[config.mk]
export PLATFORM = sky130hd
export DESIGN_NAME = adder_operand_sequencer
export DESIGN_NICKNAME = d
export VERILOG_FILES = /design/src/rtl/adder_operand_sequencer_pkg.sv /design/src/rtl/adder_operand_sequencer_btn_debounce.sv /design/src/rtl/adder_operand_sequencer.sv
export SDC_FILE = /design/constraint.sdc
export NUM_CORES = 1
export LEC_CHECK = 0
export ABC_AREA = 1
export BUFFER_PORTS_ARGS = -buffer_cell sky130_fd_sc_hd__buf_2
export CELL_PAD_IN_SITES_DETAIL_PLACEMENT = 1
export CELL_PAD_IN_SITES_GLOBAL_PLACEMENT = 1
export CORE_ASPECT_RATIO = 0.7
export CORE_UTILIZATION = 43
export DETAILED_ROUTE_END_ITERATION = 6
export GPL_TIMING_DRIVEN = 0
export PLACE_DENSITY_LB_ADDON = 0.1
export SYNTH_ARGS = -nofsm -noshare
export SYNTH_HDL_FRONTEND = slang
export SYNTH_HIERARCHICAL = 1
export SYNTH_SLANG_ARGS = --single-unit
[constraint.sdc]
create_clock -name clk -period 1.7 [get_ports clk]
set_input_delay 0.255 -clock clk [delete_from_list [all_inputs] [get_ports clk]]
set_output_delay 0.255 -clock clk [all_outputs]
set_load 0.05 [all_outputs]
[src/rtl/adder_operand_sequencer_pkg.sv]
// Shared constants for the adder operand sequencer: operand width and
// state encodings, which are also visible on the state output.
package adder_operand_sequencer_pkg;

   localparam int OPW = 4;

   typedef logic [OPW-1:0] operand_t;

   localparam logic [1:0] ST_IDLE   = 2'd0;
   localparam logic [1:0] ST_HAVE_A = 2'd1;
   localparam logic [1:0] ST_CALC   = 2'd2;
   localparam logic [1:0] ST_RESULT = 2'd3;

endpackage

[src/rtl/adder_operand_sequencer_btn_debounce.sv]
// Button debouncer: the accepted level follows the raw input only after it
// has differed for DEBOUNCE_CYCLES consecutive cycles. A rising flip of the
// accepted level produces a single-cycle registered pulse.
module btn_debounce #(
   parameter int DEBOUNCE_CYCLES = 4
) (
   input  logic clk,
   input  logic rst,
   input  logic btn_raw,
   output logic level,
   output logic rise_pulse
);

   localparam logic [7:0] CNT_LAST = 8'(DEBOUNCE_CYCLES - 1);

   logic [7:0] cnt_q, cnt_d;
   logic       level_q, level_d;
   logic       pulse_q, pulse_d;

   // Count disagreement cycles; flip the accepted level on the Nth one.
   always_comb begin
      cnt_d   = cnt_q;
      level_d = level_q;
      pulse_d = 1'b0;
      if (btn_raw == level_q) begin
         cnt_d = 8'd0;
      end else if (cnt_q == CNT_LAST) begin
         cnt_d   = 8'd0;
         level_d = ~level_q;
         pulse_d = ~level_q;
      end else begin
         cnt_d = cnt_q + 8'd1;
      end
   end

   // Debounce state registers with synchronous reset.
   always_ff @(posedge clk) begin
      if (rst) begin
         cnt_q   <= 8'd0;
         level_q <= 1'b0;
         pulse_q <= 1'b0;
      end else begin
         cnt_q   <= cnt_d;
         level_q <= level_d;
         pulse_q <= pulse_d;
      end
   end

   assign level      = level_q;
   assign rise_pulse = pulse_q;

endmodule

[src/rtl/adder_operand_sequencer.sv]
// Operand sequencer for the 4-bit parallel adder.
//
// state     | meaning
// ----------+-----------------------------------------------------
// IDLE      | waiting for operand A
// HAVE_A    | A loaded, waiting for operand B
// CALC      | single cycle, adder outputs captured at its end
// RESULT    | result valid; ENTER chains result + switches
module adder_operand_sequencer
   import adder_operand_sequencer_pkg::*;
#(
   parameter int DEBOUNCE_CYCLES = 4,
   parameter bit STICKY_OVF      = 1'b1
) (
   input  logic           clk,
   input  logic           rst,
   input  logic [OPW-1:0] sw_data,
   input  logic           btn_enter,
   input  logic           btn_clear,
   output logic [OPW-1:0] a_out,
   output logic [OPW-1:0] b_out,
   input  logic [OPW-1:0] sum_in,
   input  logic           c4_in,
   input  logic           ovf_in,
   output logic [OPW-1:0] result,
   output logic           carry_flag,
   output logic           ovf_flag,
   output logic           result_valid,
   output logic [1:0]     state
);

   logic     enter_p, clear_p;
   logic     enter_lvl, clear_lvl;
   logic     unused_lvl;

   logic [1:0] state_q, state_d;
   operand_t   reg_a_q, reg_a_d;
   operand_t   reg_b_q, reg_b_d;
   operand_t   result_q, result_d;
   logic       carry_q, carry_d;
   logic       ovf_q, ovf_d;

   btn_debounce #(.DEBOUNCE_CYCLES(DEBOUNCE_CYCLES)) u_db_enter (
      .clk        (clk),
      .rst        (rst),
      .btn_raw    (btn_enter),
      .level      (enter_lvl),
      .rise_pulse (enter_p)
   );

   btn_debounce #(.DEBOUNCE_CYCLES(DEBOUNCE_CYCLES)) u_db_clear (
      .clk        (clk),
      .rst        (rst),
      .btn_raw    (btn_clear),
      .level      (clear_lvl),
      .rise_pulse (clear_p)
   );

   // Accepted levels are not needed here; only the edges drive the FSM.
   assign unused_lvl = enter_lvl ^ clear_lvl;

   // Next-state and datapath decode; CLEAR wins over ENTER everywhere.
   always_comb begin
      state_d  = state_q;
      reg_a_d  = reg_a_q;
      reg_b_d  = reg_b_q;
      result_d = result_q;
      carry_d  = carry_q;
      ovf_d    = ovf_q;
      if (clear_p) begin
         state_d  = ST_IDLE;
         reg_a_d  = '0;
         reg_b_d  = '0;
         result_d = '0;
         carry_d  = 1'b0;
         ovf_d    = 1'b0;
      end else begin
         case (state_q)
            ST_IDLE: begin
               if (enter_p) begin
                  reg_a_d = sw_data;
                  state_d = ST_HAVE_A;
               end
            end
            ST_HAVE_A: begin
               if (enter_p) begin
                  reg_b_d = sw_data;
                  state_d = ST_CALC;
               end
            end
            ST_CALC: begin
               result_d = sum_in;
               carry_d  = c4_in;
               if (STICKY_OVF) ovf_d = ovf_q | ovf_in;
               else            ovf_d = ovf_in;
               state_d  = ST_RESULT;
            end
            default: begin
               if (enter_p) begin
                  reg_a_d = result_q;
                  reg_b_d = sw_data;
                  state_d = ST_CALC;
               end
            end
         endcase
      end
   end

   // State and datapath registers; reset overrides any pending capture.
   always_ff @(posedge clk) begin
      if (rst) begin
         state_q  <= ST_IDLE;
         reg_a_q  <= '0;
         reg_b_q  <= '0;
         result_q <= '0;
         carry_q  <= 1'b0;
         ovf_q    <= 1'b0;
      end else begin
         state_q  <= state_d;
         reg_a_q  <= reg_a_d;
         reg_b_q  <= reg_b_d;
         result_q <= result_d;
         carry_q  <= carry_d;
         ovf_q    <= ovf_d;
      end
   end

   assign a_out        = reg_a_q;
   assign b_out        = reg_b_q;
   assign result       = result_q;
   assign carry_flag   = carry_q;
   assign ovf_flag     = ovf_q;
   assign result_valid = (state_q == ST_RESULT);
   assign state        = state_q;

endmodule

==> results of run 1 <==
## synth_stat cells
| cell | instances | area share [%] |
|---|---|---|
| buf_4 | 1 | 0.39 |
| nand3_1 | 17 | 4.5 |
| dfxtp_1 | 36 | 38 |
| inv_2 | 6 | 1.2 |
| nand3_2 | 2 | 1.1 |
| nand2_2 | 5 | 1.6 |
| or2_1 | 2 | 0.66 |
| nand4_1 | 4 | 1.3 |
| nand2_4 | 2 | 1.2 |
| a21oi_1 | 9 | 2.4 |
| nand2_8 | 2 | 2.1 |
| ha_1 | 6 | 3.9 |
| a21oi_2 | 10 | 4.6 |
| nor3_2 | 2 | 1.1 |
| nand2_1 | 57 | 11 |
| nor2_1 | 37 | 7.3 |
| nor2_2 | 7 | 2.3 |
| inv_1 | 39 | 7.7 |
| nor2_4 | 6 | 3.6 |
| o21ai_0 | 12 | 3.2 |
| buf_2 | 1 | 0.26 |
| buf_6 | 1 | 0.59 |
## per-layer routing
metal | vias to the layer above | global-route usage [%]
li1 | 888 | -
met1 | 835 | 25.3
met2 | 20 | 38.8
met3 | 4 | 4.88
met4 | 0 | 6.89
met5 | - | 0
## stage by stage
step,setup WS (ns),power (W)
2_1_floorplan,0.0800,0.000942
3_3_place_gp,0.374,0.000974
3_5_place_dp,0.348,0.000977
4_1_cts,0.319,0.00172
5_1_grt,0.254,0.00176
6_report,0.338,0.00171
## layout make-up
| cell class | instances | share of cell area, % |
|---|---|---|
| clock inverters | 2 | 1.57 |
| plain buffers | 3 | 1.07 |
| multi-input cells | 180 | 44.4 |
| repair buffers | 30 | 6.75 |
| clock buffers | 6 | 3.26 |
| inverters | 45 | 7.59 |
| well taps | 52 | 2.92 |
| flip-flops and latches | 36 | 32.4 |
## cell families after synthesis
family | Yosys count | synth area share [%]
AO/OA/AOI/OAI | 31 | 10.1
adder cells (fa/ha/maj) | 6 | 3.95
buffers and inverters | 48 | 10.1
flip-flops | 36 | 37.9
AND/OR/NAND/NOR | 143 | 37.9
## worst max-delay path, stage by stage (launching register included)
cell	delay [ns]
dfxtp_1	0.36
inv_1	0.10
ha_1	0.22
buf_6	0.14
nor2_4	0.22
nand3_1	0.10
nand2_1	0.07
nor2_1	0.04
## state kept, by name (all words and copies together), names as in the netlist
name / cells
a_out: 4
b_out: 4
carry_flag: 1
ovf_flag: 1
result: 4
state: 2
u_db_clear/cnt_q: 8
u_db_clear/level: 1
u_db_clear/rise_pulse: 1
u_db_enter/cnt_q: 8
u_db_enter/level: 1
u_db_enter/rise_pulse: 1
## power by group through the flow
stage / Clock [W] / Combinational (W) / Sequential [W]
after floorplan: 0 / 0.0000618 / 0.000881
after global placement: 0 / 0.0000966 / 0.000877
after detailed placement: 0 / 0.0000997 / 0.000877
after CTS: 0.000761 / 0.000101 / 0.000858
after global routing: 0.000793 / 0.000112 / 0.000859
final: 0.000749 / 0.0000994 / 0.000858
## worst max path at each step
stage	endpoint	depth (start not counted)
2_1_floorplan	b_out[0]$_SDFFE_PP0P_	7
3_3_place_gp	b_out[2]$_SDFFE_PP0P_	7
3_5_place_dp	b_out[0]$_SDFFE_PP0P_	7
4_1_cts	b_out[0]$_SDFFE_PP0P_	7
5_1_grt	b_out[3]$_SDFFE_PP0P_	7
6_report	b_out[1]$_SDFFE_PP0P_	7
==> metrics.txt, run 1 <==
status finished clean; GR Util All Layers 21.5%; most common cell after layout, fill and taps aside nand2_1; Netlist cell types 22; RSZ-0062 raised after global routing no; final hold violation count 0; Setup TNS 0 ns; number of cells on the worst reg-to-reg path 7; final setup fails 0; CP Data Required Time 1.89 ns; htree depth 2; Worst Clk Skew 0.00869 ns; 1st-iter DRT viols 41; root buf cell clkbuf_8; synth warn 6; Seq pwr share 50.3%; vias in the first global route 1798; clk buf depth 2; global-route wire length before repair 7.65 mm; cts bufs inserted 5; DP HPWL 3.34 mm; clock power share 43.9%; filler instances 563; Slew Limit Headroom 79.6%; Sw Share 22.5%; fmax 0.734 GHz; DRC viols 0; Final Non-Filler Cells 354; CTS clk-pin slew, worst paths 0.08 ns; Cells after Synth 264; Cell Rows 19; syn avg cell area 7.20 um^2; Hold Startpoint sum_in[2]; DIE AREA 4700 um^2; initial core utilization 46.8%; GRT overflow 0; fin area 2220 um^2; Area after DPL 2120 um^2; Final Core Density 54.7%; maximum number of pins on one net before global-route repair 12; most frequent cells in the layout nand2_1 (57), inv_1 (39), nor2_1 (37), dfxtp_1 (36), buf_2 (31); reg-to-reg critical path endpoint b_out[1]$_SDFFE_PP0P_; Hold Crit Class in2reg; Via-to-Cell Ratio 4.94; # Max-Cap Violations 0; Yosys reg bits 36; FF-to-FF setup slack 0.34 ns; GP Congestion 0.780; combinational fraction of design power 5.8%; Slew Limit Fails 0; WHS 0.185 ns; Syn Nets 284; Final nets 321; vias post-DR 1747; slew at the pin closest to its max-slew limit 0.305 ns; Leak Pwr 1.03 nW; post-route met1 wirelength 2.03 mm; Setup CP Type reg2reg; area of the multi-input gates 988 um^2; Core ar. 4070 um^2; Reg-to-Reg Start state[0]$_SDFFE_PP0P_; sequential-to-total area share from yosys stat 37.9%; Placed Cells 346; crit share post-route 80.1%; Post-CTS Resized 0; Tmin final 1.36 ns; Layout Area Growth over Synthesis 17.0%; Worst Setup End Kind flop; top layer in use met4; WL/cell 12.4 um; hold path endpoint result[2]$_SDFFE_PP0P_; CTS tree done; die height 57.6 um; layout cell share with drive strength beyond 1 27.2%; clock sink count 36; die width 81.5 um; Worst VDD drop 0.000421 V; post-route ant nets 0; Detailed Routing Iterations Pass 1 4; Hold Buf Count CTS 0; routed wl met2 2.16 mm; critical path launch point state[0]$_SDFFE_PP0P_; Met3 Routed Length 148 um; n_diodes 0; largest fanout on the critical path 10; startpoint types flop; register area 721 um^2; IO Port Bufs 30; Switching Power 0.000384 W; Post-CTS Setup Repair Bufs 0; worst path arrival time 1.55 ns; worst hold path depth 3; clock latency on the worst-skew pair 0.29 ns; final wirelength 4.39 mm; pwr/cell area 767 nW/um^2; Boundary Pins 31; initial antenna violation count 0; cell area after synthesis 1900 um^2; Pint 0.00132 W
Note: power is estimated with default switching activity, not from simulation.
==> run 2: changes to the inputs <==
--- a/config.mk
+++ b/config.mk
@@ -10,7 +10,7 @@
 export CELL_PAD_IN_SITES_DETAIL_PLACEMENT = 1
 export CELL_PAD_IN_SITES_GLOBAL_PLACEMENT = 1
 export CORE_ASPECT_RATIO = 0.7
-export CORE_UTILIZATION = 43
+export CORE_UTILIZATION = 36
 export DETAILED_ROUTE_END_ITERATION = 6
 export GPL_TIMING_DRIVEN = 0
 export PLACE_DENSITY_LB_ADDON = 0.1
==> constraint.sdc (replaced) <==
create_clock -name clk -period 1.2 [get_ports clk]
set_input_delay 0.18 -clock clk [delete_from_list [all_inputs] [get_ports clk]]
set_output_delay 0.18 -clock clk [all_outputs]
set_load 0.05 [all_outputs]
==> run 2 against run 1 <==
  * Via count decreased by 2.8%
  * Flip-flop and latch count unchanged
  * Largest cell class unchanged
  * Clock power increased by 100%
  * Cell area increased by 9.7%
==> metrics.txt, run 2 (same netlist as run 1, synthesis figures left out) <==
Setup CP Type reg2out; Hold Crit Class in2reg; Boundary Pins 31; Core ar. 4940 um^2; Detailed Routing Iterations Pass 1 4; n_diodes 0; CP Data Required Time 1.02 ns; register area 738 um^2; Area after DPL 2160 um^2; fin area 2440 um^2; Worst VDD drop 0.000586 V; most common cell after layout, fill and taps aside nand2_1; CP max-delay cell dfxtp_4; DRC viols 0; Layout Area Growth over Synthesis 28.3%; clk buf depth 2; DP HPWL 3.24 mm; die width 88.9 um; DP Worst Slack -0.135 ns; pwr/cell area 1180 nW/um^2; area of the multi-input gates 1100 um^2; crit share post-route 97.1%; WL/cell 12.0 um; final setup fails 0; fmax 0.858 GHz; status finished clean; clock sink count 36; Final nets 322; biggest regs u_db_clear/cnt_q x8, u_db_enter/cnt_q x8; Worst Setup End Kind primary output; Hold Buf Count CTS 0; crit-path cells ha_4 > buf_8; post-route setup slack 0.0347 ns; final hold violation count 0; vias post-DR 1698; clock latency on the worst-skew pair 0.30 ns; Tmin final 1.17 ns; Slew Limit Fails 0; Bufs and invs on worst path 1; root buf cell clkbuf_8; GP Congestion 0.729; GRT overflow 0; CTS tree done; CTS clk-pin slew, worst paths 0.08 ns; GR Util All Layers 18.0%; 1st-iter DRT viols 49; cell family with most CP delay flip-flops; Leak Pwr 1.06 nW; htree depth 2; worst path arrival time 0.99 ns; slew at the pin closest to its max-slew limit 0.251 ns; most frequent cells in the layout nand2_1 (55), inv_1 (37), nor2_1 (35), buf_2 (30), dfxtp_1 (30); startpoint types flop; IO Port Bufs 30; initial antenna violation count 0; final wirelength 4.45 mm; Cell Rows 21; Setup TNS 0 ns; cts bufs inserted 5; max incr delay on CP 0.38 ns; maximum number of pins on one net before global-route repair 13; Via-to-Cell Ratio 4.56; layout cell share with drive strength beyond 1 34.3%; Worst Clk Skew 0.00535 ns; post-route ant nets 0; global-route wire length before repair 7.76 mm; DIE AREA 5580 um^2; Slew Limit Headroom 83.2%; vias in the first global route 1708; RSZ-0062 raised after global routing yes; die height 62.8 um; largest fanout on the critical path 4; initial core utilization 38.5%; filler instances 645; # Max-Cap Violations 0
==> run 2: worst paths after layout <==
check / startpoint / to / slack (ns) / depth (start not counted)
min: c4_in / carry_flag$_SDFFE_PP0P_ / 0.10 / 3
min reg2reg: u_db_clear/cnt_q[0]$_SDFF_PP0_ / u_db_clear/cnt_q[0]$_SDFF_PP0_ / 0.45 / 1
max: state[1]$_SDFFE_PP0P_ / result_valid / 0.03 / 2
max reg2reg: u_db_enter/cnt_q[0]$_SDFF_PP0_ / u_db_enter/cnt_q[3]$_SDFF_PP0_ / 0.05 / 6
==> run 2: per-layer routing <==
layer	up-vias	wire, um	GRT usage (%)	share of wire, %
li1	895	-	-	-
met1	765	2260	23.9	51
met2	31	1930	28.1	43
met3	7	190	3.96	4.3
met4	0	70	7.26	1.6
met5	-	0	0	0
==> run 2: per-stage QoR <==
step	hold WS (ns)	power [W]	util [%]	instances
after floorplan	0.315	0.00133	-	264
after global placement	0.404	0.00138	43.8	363
after detailed placement	0.414	0.00138	43.8	363
after CTS	0.0986	0.00292	48.5	372
after global routing	0.103	0.00300	49.4	372
final	0.103	0.00288	49.4	372
==> run 2: where the power goes <==
part	switching (W)	internal, W
logic	0.0000911	0.0000563
registers	0.0000143	0.00120
clock network	0.000479	0.00104
total	0.000585	0.00230
==> run 2: what timing repair did <==
action | CTS | global route
setup endpoints to repair | 24 | 25
cloned | 1 | 0
setup buffers | 0 | 1
pin swaps | 1 | 9
gates resized for setup | 13 | 14
==> run 2: cell type report <==
class | count | share of cell area (%)
buffer | 2 | 0.513
clock buffer | 5 | 2.82
clock inverter | 3 | 3.69
inverter | 45 | 7.23
multi-input combinational | 181 | 45.1
sequential | 36 | 30.3
tap | 69 | 3.54
timing repair buffer | 31 | 6.87
==> run 2: worst register-to-register path: stages (launching register included) <==
cell and delay, ns:
dfxtp_4 0.38, ha_4 0.17, nand2_2 0.09, nor2_4 0.16
nand2_4 0.09, nand2_8 0.10, a21oi_2 0.04
==> run 3: changes to the inputs <==
--- a/config.mk
+++ b/config.mk
@@ -9,11 +9,12 @@
 export BUFFER_PORTS_ARGS = -buffer_cell sky130_fd_sc_hd__buf_2
 export CELL_PAD_IN_SITES_DETAIL_PLACEMENT = 1
 export CELL_PAD_IN_SITES_GLOBAL_PLACEMENT = 1
-export CORE_ASPECT_RATIO = 0.7
+export CORE_ASPECT_RATIO = 1.25
 export CORE_UTILIZATION = 36
 export DETAILED_ROUTE_END_ITERATION = 6
 export GPL_TIMING_DRIVEN = 0
 export PLACE_DENSITY_LB_ADDON = 0.1
+export SLEW_MARGIN = 20
 export SYNTH_ARGS = -nofsm -noshare
 export SYNTH_HDL_FRONTEND = slang
 export SYNTH_HIERARCHICAL = 1
==> run 3 against run 2 <==
  * Combinational power decreased by 3%
  * Critical path depth up 4
  * Die area is essentially flat
  * Via count shrank 1.5%
  * Global-route usage down 0.59 points
  * Largest power group is now sequential cells
==> metrics.txt, run 3 (same netlist as run 1, synthesis figures left out) <==
final wirelength 4.26 mm; vias post-DR 1673; Area after DPL 2150 um^2; RSZ-0062 raised after global routing yes; IO Port Bufs 30; max incr delay on CP 0.41 ns; final setup fails 0; Hold Crit Class in2reg; post-route setup slack 0.0367 ns; Tmin final 1.16 ns; CTS tree done; most common cell after layout, fill and taps aside nand2_1; htree depth 2; Cell Rows 29; Worst Clk Skew 0.00891 ns; final hold violation count 0; Final Non-Filler Cells 364; die width 67.0 um; Boundary Pins 31; most frequent cells in the layout nand2_1 (56), inv_1 (37), nor2_1 (37), buf_2 (30), dfxtp_1 (30); Slew Limit Headroom 82.1%; Hold Buf Count CTS 0; GP Congestion 0.712; initial core utilization 37.4%; pwr/cell area 1020 nW/um^2; vias in the first global route 1706; startpoint types flop; Layout Area Growth over Synthesis 24.9%; Setup CP Type reg2reg; DP Worst Slack -0.132 ns; Sw Share 22.5%; post-route ant nets 0; clock latency on the worst-skew pair 0.29 ns; Placed Cells 356; Detailed Routing Iterations Pass 1 4; n_diodes 0; Via-to-Cell Ratio 4.60; Bufs and invs on worst path 1; Final Core Density 46.7%; worst path arrival time 1.34 ns; DRC viols 0; Seq pwr share 50.2%; fmax 0.860 GHz; Worst Setup End Kind flop; Pint 0.00187 W; Leak Pwr 1.04 nW; cell family with most CP delay flip-flops; clk buf depth 2; clock sink count 36; initial antenna violation count 0; filler instances 654; fin area 2370 um^2; die height 83.3 um; # Max-Cap Violations 0; global-route wire length before repair 7.47 mm; combinational fraction of design power 5.9%; CTS clk-pin slew, worst paths 0.08 ns; crit share post-route 96.9%; Final nets 321; root buf cell clkbuf_8; DP HPWL 3.22 mm; Core ar. 5080 um^2; CP max-delay cell dfxtp_4; crit-path cells inv_6 > ha_4 > nor2_4 > nand2_1 > nand2_1 > a21oi_1; CP Data Required Time 1.38 ns; WL/cell 11.7 um; 1st-iter DRT viols 29; DIE AREA 5580 um^2; clock power share 43.8%; Worst VDD drop 0.000637 V; GRT overflow 0; cts bufs inserted 5; maximum number of pins on one net before global-route repair 12; biggest regs u_db_clear/cnt_q x8, u_db_enter/cnt_q x8; layout cell share with drive strength beyond 1 33.4%; largest fanout on the critical path 7; Switching Power 0.000545 W; Slew Limit Fails 0; status finished clean; GR Util All Layers 17.4%; most used cell along the critical path nand2_1; slew at the pin closest to its max-slew limit 0.266 ns
## run 3: timing repair
action | in CTS | in global routing
endpoints found under the setup margin | 25 | 25
setup buffers | 0 | 0
pin swaps | 3 | 8
resized for setup | 12 | 15
cloned | 1 | 0
## run 3: area by class of cell
cell class                 count  area (um^2)  share of cell area (%)
multi-input combinational    181         1100                    46.2
sequential                    36          738                    31.1
inverter                      45          181                    7.64
timing repair buffer          30          160                    6.74
tap                           62         77.6                    3.27
clock buffer                   6         72.6                    3.06
clock inverter                 2         35.0                    1.48
buffer                         2         12.5                   0.527
## run 3: final timing paths
kind	startpoint	endpoint	slack [ns]	cells after the start
max	state[1]$_SDFFE_PP0P_	state[0]$_SDFFE_PP0P_	0.04	6
max reg2reg	state[1]$_SDFFE_PP0P_	state[0]$_SDFFE_PP0P_	0.04	6
min reg2reg	u_db_clear/cnt_q[0]$_SDFF_PP0_	u_db_clear/cnt_q[0]$_SDFF_PP0_	0.45	1
min	c4_in	carry_flag$_SDFFE_PP0P_	0.11	3
## run 3: power by group through the flow
stage / clock [W] / combinational (W) / sequential (W)
global route: 0.00116 / 0.000162 / 0.00122
detailed placement: 0 / 0.000141 / 0.00124
global placement: 0 / 0.000139 / 0.00124
floorplan: 0 / 0.0000878 / 0.00124
CTS: 0.00112 / 0.000146 / 0.00122
finish: 0.00106 / 0.000143 / 0.00121
## run 3: routing by layer
layer  wire length [um]  vias to the layer above  global-route usage, %  share of wire [%]
met5                  0                        -                      0                  0
met4                 63                        0                   6.00                1.5
met3                124                        6                   4.12                2.9
met2               2280                       26                   32.1                 53
met1               1790                      752                   18.4                 42
li1                   -                      889                      -                  -
## run 3: stage by stage
step                      total power, W  hold slack (ns)  TNS, ns
after global placement           0.00138            0.408    -1.56
after floorplan                  0.00133            0.315   -0.139
after global routing             0.00254            0.107  -0.0582
after detailed placement         0.00138            0.411    -1.89
after CTS                        0.00248           0.0986        0
final                            0.00242            0.107        0
## run 3: tightest hold or removal path, cell delays in order
cell and delay [ns]:
buf_2 0.07, nor2_1 0.03, nor2_1 0.08
